### config.mk
export PLATFORM = sky130hd
export DESIGN_NAME = mem_line_bridge
export DESIGN_NICKNAME = d
export VERILOG_FILES = /design/src/rtl/mem_line_bridge.sv
export SDC_FILE = /design/constraint.sdc
export NUM_CORES = 1
export LEC_CHECK = 0
export CORE_MARGIN = 1.5
export CORE_UTILIZATION = 43
export DETAILED_ROUTE_END_ITERATION = 8
export PLACE_DENSITY = 0.65
export REMOVE_ABC_BUFFERS = 1
export SYNTH_ARGS = -nofsm -noshare
export SYNTH_HDL_FRONTEND = slang
export SYNTH_SLANG_ARGS = --single-unit
export TNS_END_PERCENT = 1
### constraint.sdc
create_clock -name clk -period 7.9 [get_ports clk]
set_input_delay 0.79 -clock clk [delete_from_list [all_inputs] [get_ports clk]]
set_output_delay 0.79 -clock clk [all_outputs]
set_load 0.01 [all_outputs]
### src/rtl/mem_line_bridge.sv
// mem_line_bridge: one-line write-through buffer between the CPU word port (mem_*) and burst memory (pmem_*, 64-bit beats)
module mem_line_bridge #(
  parameter int BURST_LEN = 4
) (
  input  logic        clk,
  input  logic        rst_n,
  input  logic [31:0] mem_address,
  input  logic        mem_read,
  input  logic        mem_write,
  input  logic [3:0]  mem_byte_enable,
  input  logic [31:0] mem_wdata,
  output logic [31:0] mem_rdata,
  output logic        mem_resp,
  output logic [31:0] pmem_address,
  output logic        pmem_read,
  output logic        pmem_write,
  output logic [63:0] pmem_wdata,
  input  logic [63:0] pmem_rdata,
  input  logic        pmem_resp
);
  localparam int OFF = $clog2(BURST_LEN * 8);
  localparam int CW = $clog2(BURST_LEN);
  typedef enum logic [2:0] {IDLE, FILL, MERGE, WBACK, RESP} state_t;
  state_t state;
  logic [BURST_LEN-1:0][63:0] line;
  logic [31-OFF:0] tag;
  logic valid;
  logic [CW-1:0] cnt;
  logic [CW-1:0] sel_beat;
  logic sel_half, hit, last, unused;
  assign unused = ^mem_address[1:0];
  assign sel_beat = mem_address[OFF-1:3];
  assign sel_half = mem_address[2];
  assign hit = valid && tag == mem_address[31:OFF];
  assign last = cnt == CW'(BURST_LEN - 1);
  assign mem_rdata = sel_half ? line[sel_beat][63:32] : line[sel_beat][31:0];
  assign mem_resp = state == RESP;
  assign pmem_read = state == FILL;
  assign pmem_write = state == WBACK;
  assign pmem_address = pmem_read ? {mem_address[31:OFF], {OFF{1'b0}}} :
                        pmem_write ? {tag, {OFF{1'b0}}} : '0;
  assign pmem_wdata = pmem_write ? line[cnt] : '0;
  always_ff @(posedge clk or negedge rst_n) begin
    if (!rst_n) begin
      state <= IDLE;
      valid <= 1'b0;
      tag <= '0;
      cnt <= '0;
      line <= '0;
    end else begin
      case (state)
        IDLE: if (mem_read || mem_write) begin
          state <= !hit ? FILL : mem_write ? MERGE : RESP;
          cnt <= '0;
        end
        FILL: if (pmem_resp) begin
          line[cnt] <= pmem_rdata;
          cnt <= cnt + 1'b1;
          if (last) begin
            valid <= 1'b1;
            tag <= mem_address[31:OFF];
            state <= mem_write ? MERGE : RESP;
          end
        end
        MERGE: begin
          for (int i = 0; i < 4; i++)
            if (mem_byte_enable[i]) line[sel_beat][{sel_half, i[1:0], 3'b000} +: 8] <= mem_wdata[8*i +: 8];
          cnt <= '0;
          state <= WBACK;
        end
        WBACK: if (pmem_resp) begin
          cnt <= cnt + 1'b1;
          if (last) state <= RESP;
        end
        RESP: state <= IDLE;
        default: state <= IDLE;
      endcase
    end
  end
endmodule

Word-level counts from Yosys, hierarchy flattened --
Cells that the tools add are included.
Word-level totals: register bits after elaboration 289, bits of input ports 137, word-level logic and storage cells 92, output and inout bits 131
Operators by class: equal/unequal tests 12, add/subtract/negate cells 5, shifts and indexed selects 8, reduce and logical (&&, ||, !) cells 12, muxes and demuxes 43, $lt $le $gt $ge 4
Operators with widths (count):
- $mux W256 | 8
- $bwmux W256 | 5
- $demux W64 S2 | 5
- $mux W64 | 8
- $pmux W256 S2 | 1
- $bmux W64 S2 | 2
- $shift A8 B8 Y64 const A | 4
- $shiftx A8 B8 Y64 | 4
- $mux W32 | 3
- $neg A6 Y8 | 4
- $eq A27 B27 Y1 | 1
- $mux W3 | 7
- $pmux W3 S4 | 1
- $ne A2 B1 Y1 const B | 5
- $eq A3 B2 Y1 const B | 2
- $lt A2 B3 Y1 const B | 2
- $pmux W2 S3 | 1
- $reduce_and A3 Y1 | 2
- $reduce_and A5 Y1 | 1
- $ge A2 B1 Y1 const B | 2
- $mux W2 | 2
- $eq A3 B1 Y1 const B | 1
- $eq A3 B3 Y1 const B | 1
- $logic_and A1 B1 Y1 | 3
- other kinds (9) | 9

Depth between registers and ports, before layout --
depth after elaboration 16, mapped depth 9, mapped depth without buffers 6

Worst setup path before layout --
Ideal clock, no wire load.
kind input port to output port, from input mem_address[3], to output mem_rdata[0], path slack 4817 ps, arrival time 2293 ps, required time 7110 ps, stages 4, buffers on the path 2, cells stage by stage buf_1 -> buf_2 -> mux4_2 -> mux2_2
On the way: cells in the longest elaborated chain, start to end 3
Ends and longest elaborated chain:
- start, declared | line 7 | input logic [31:0] mem_address,
- $bmux W64 S2 | line 36 | assign mem_rdata = sel_half ? line[sel_beat][63:32] : line[sel_beat][31:0];
- $mux W64 (not written as such) | line 36
- $mux W32 | line 36
- end, declared | line 12 | output logic [31:0] mem_rdata,
Every way passes these cells. The select of a mux whose other input is x is not followed.

Worst setup path after layout --
from input mem_address[3], to output mem_rdata[20]
Same word-level chain as after synthesis.

==> results.json <==
{
  "cp_max_fo": 36,
  "startpoint_type": "input pin",
  "hold_buffers": 0,
  "fmax_mhz": 227,
  "rsz0062_at_grt": "false",
  "drc": 0,
  "start_util": 0.436,
  "cp_cell_sequence": "buf_4 -> buf_4 -> mux4_2 -> mux2_2 -> clkdlybuf4s50_1",
  "swShare": 0.355,
  "cp_top_family": "buffers and inverters",
  "relSlewSlack": 0.225,
  "synth-main-ff-cell": "dfrtp_1",
  "cts_setup_buffers": 0,
  "worst_pin_slew_ns": 1.16,
  "cp_slowest_cell": "buf_4",
  "clk_latency_ns": 0.55,
  "ir_drop_v": 0.000255,
  "htree_levels": 2,
  "yosysMostFrequentCell": "mux2_2",
  "fillers": 3794,
  "p_total_mw": 7.76,
  "synthesis.area_um2": 18800,
  "finalHoldViolCount": 0,
  "dieArea_um2": 45000,
  "synth_area_leader_cell": "dfrtp_1",
  "portBuffers": 260,
  "arrival_ns": 3.62,
  "timing.final.crit_share": 0.559,
  "post-route-min-period_ns": 4.41,
  "clkPwrFrac": 0.210,
  "grt_usage": 0.273,
  "grt_pass1_vias": 14800,
  "p_leak_nw": 9.50,
  "vias": 14000,
  "ant_nets": 0,
  "drtPass1Iterations": 5,
  "setup_tns_ns": 0,
  "io_pins": 268,
  "power_frac_comb": 0.449,
  "max_stage_delay_ns": 0.75,
  "viasPerCell": 6.26,
  "maxSlewViolCount": 0,
  "synth_cell_types": 42,
  "setup_viol": 0,
  "yosysSeqAreaShare": 0.384,
  "synthCells": 1432,
  "finalInstanceArea_um2": 22900,
  "crit_required_ns": 7.11,
  "dpl_cell_area_um2": 21700,
  "worst_hold_path_type": "in -> async",
  "dpl.hpwl_um": 36500,
  "path_class": "in -> out",
  "grt_max_degree": 169,
  "seqPwrFrac": 0.341,
  "cts_repair_resize_count": 0,
  "cts_tree": "done",
  "overflow": 0,
  "cts_made_buffers": 36,
  "cp.buffers_inverters": 3,
  "drt_iter0_drc": 1091,
  "area_delta_synth_final_pct": 21.4,
  "drive_gt1_frac": 0.363,
  "cts.clk_slew.worst_paths_ns": 0.05,
  "async_flop_share": 1.00,
  "grt_pass1_wl_um": 91200,
  "clock_path_buffers": 3,
  "yosys_register_bits": 289,
  "die_x_um": 212,
  "core-area_um2": 43200,
  "synth_edf_count": 0,
  "cts_sinks": 289,
  "cap_violations": 0,
  "seqCellArea_um2": 7240,
  "synth_top_area_frac": 0.384,
  "status": "finished, final reports clean",
  "place_congestion": 0.799,
  "layout.nets": 1769,
  "fp.dieH_um": 212,
  "antenna_found_initial": 3,
  "netlist_top_cells_count": "311 x mux2_2, 289 x dfrtp_1, 283 x a22o_1",
  "cp-end-kind": "output pin",
  "multiInputGateArea_um2": 11000,
  "synth_area_leaders": "dfrtp_1 38%, mux2_2 19%, mux4_2 15%, a22o_1 13%, nor2_4 3.1%",
  "p_per_area_nw_per_um2": 339,
  "yosysWarnings": 0,
  "switching_power_mw": 2.75,
  "wl_um": 60800,
  "wl_per_cell_um": 27.1,
  "placementRows": 76,
  "avgSynthCellArea_um2": 13.1,
  "internal_power_mw": 5.00,
  "root_buffer": "clkbuf_16",
  "crit_path_frequent_cell": "buf_4",
  "skew_ns": 0.0147
}
## layout make-up
class / instances / area share
multi-input cells: 1019 / 0.480
flip-flops and latches: 289 / 0.317
repair buffers: 279 / 0.120
clock buffers: 56 / 0.0467
well taps: 585 / 0.0320
clock inverters: 8 / 0.00318
inverters: 3 / 0.000493
diodes: 2 / 0.000219
## placed cells by master, fill, tap and decap left out, types with 2 or more instances in the layout
master / Yosys / layout
clkbuf_8: 0 / 7
inv_1: 3 / 3
dfrtp_1: 289 / 287
mux4_2: 128 / 128
clkinv_2: 0 / 5
buf_4: 5 / 20
nor3_1: 3 / 3
nor2_4: 51 / 52
ha_1: 4 / 4
nor2_2: 16 / 16
nand2_1: 36 / 36
a21oi_1: 2 / 2
inv_6: 0 / 2
a22o_1: 283 / 283
conb_1: 1 / 5
clkbuf_16: 0 / 37
diode_2: 0 / 2
xnor2_1: 27 / 27
mux2_2: 311 / 311
nor2b_4: 0 / 2
clkdlybuf4s50_1: 0 / 256
nand3_1: 3 / 2
clkbuf_1: 66 / 12
mux2_1: 4 / 4
a32oi_1: 3 / 3
a32oi_2: 3 / 3
and2_2: 0 / 4
nand4_1: 7 / 7
and3_1: 3 / 2
and2_1: 69 / 64
nor2_1: 44 / 43
## per-layer routing
layer  track usage  routed length (um)  part of all wire  up-vias
met4        0.0934                1620             0.027        2
li1              -                   -                 -     5973
met1         0.361               25200              0.41     7381
met5             0                  11           0.00018        -
met3        0.0422                3980             0.065      107
met2         0.456               30000              0.49      572
## cell families (layout without fill, tap and decap cells)
family          after synthesis  count (layout)  synth area share
mux                         444             444             0.342
simple gates                240             240            0.0832
other cells                   1               7          0.000199
fa+ha+maj                     4               4           0.00266
xor+xnor                     27              27            0.0126
flops                       289             289             0.384
compound gates              299             299             0.140
buf+inv                     128             346            0.0356
## state kept, by name (all words and copies together), names as in the netlist
signal	flops
state	3
cnt	2
valid	1
line	256
tag	27
## metrics by stage
stage | worst slack, ns | std cells | hold WS, ns | utilization
4_1_cts | 3.39 | 2239 | 0.383 | 0.529
3_5_place_dp | 3.40 | 2175 | 0.458 | 0.503
6_report | 3.49 | 2241 | 0.344 | 0.529
5_1_grt | 3.30 | 2240 | 0.393 | 0.529
2_1_floorplan | 2.87 | 1311 | 0.434 | -
3_3_place_gp | 3.40 | 2175 | 0.457 | 0.503
## power groups by stage
stage | Combinational [mW] | Clock, mW | Sequential, mW
2_1_floorplan | 2.31 | 0 | 2.51
3_3_place_gp | 3.44 | 0 | 2.62
3_5_place_dp | 3.48 | 0 | 2.67
4_1_cts | 3.50 | 1.65 | 2.64
5_1_grt | 3.69 | 1.71 | 2.74
6_report | 3.48 | 1.63 | 2.65
## worst paths after layout
kind	depth (start not counted)	slack, ns	endpoint	from
max	5	3.49	mem_rdata[20]	mem_address[3]
min reg2reg	1	0.47	valid	valid
max reg2reg	6	3.99	line[75]	cnt[0]
max in group asynchronous	2	5.99	line[74]	rst_n
min in group clk	1	0.47	valid	valid
min	1	0.34	tag[18]	rst_n
Note: power is estimated with default switching activity, not from simulation.
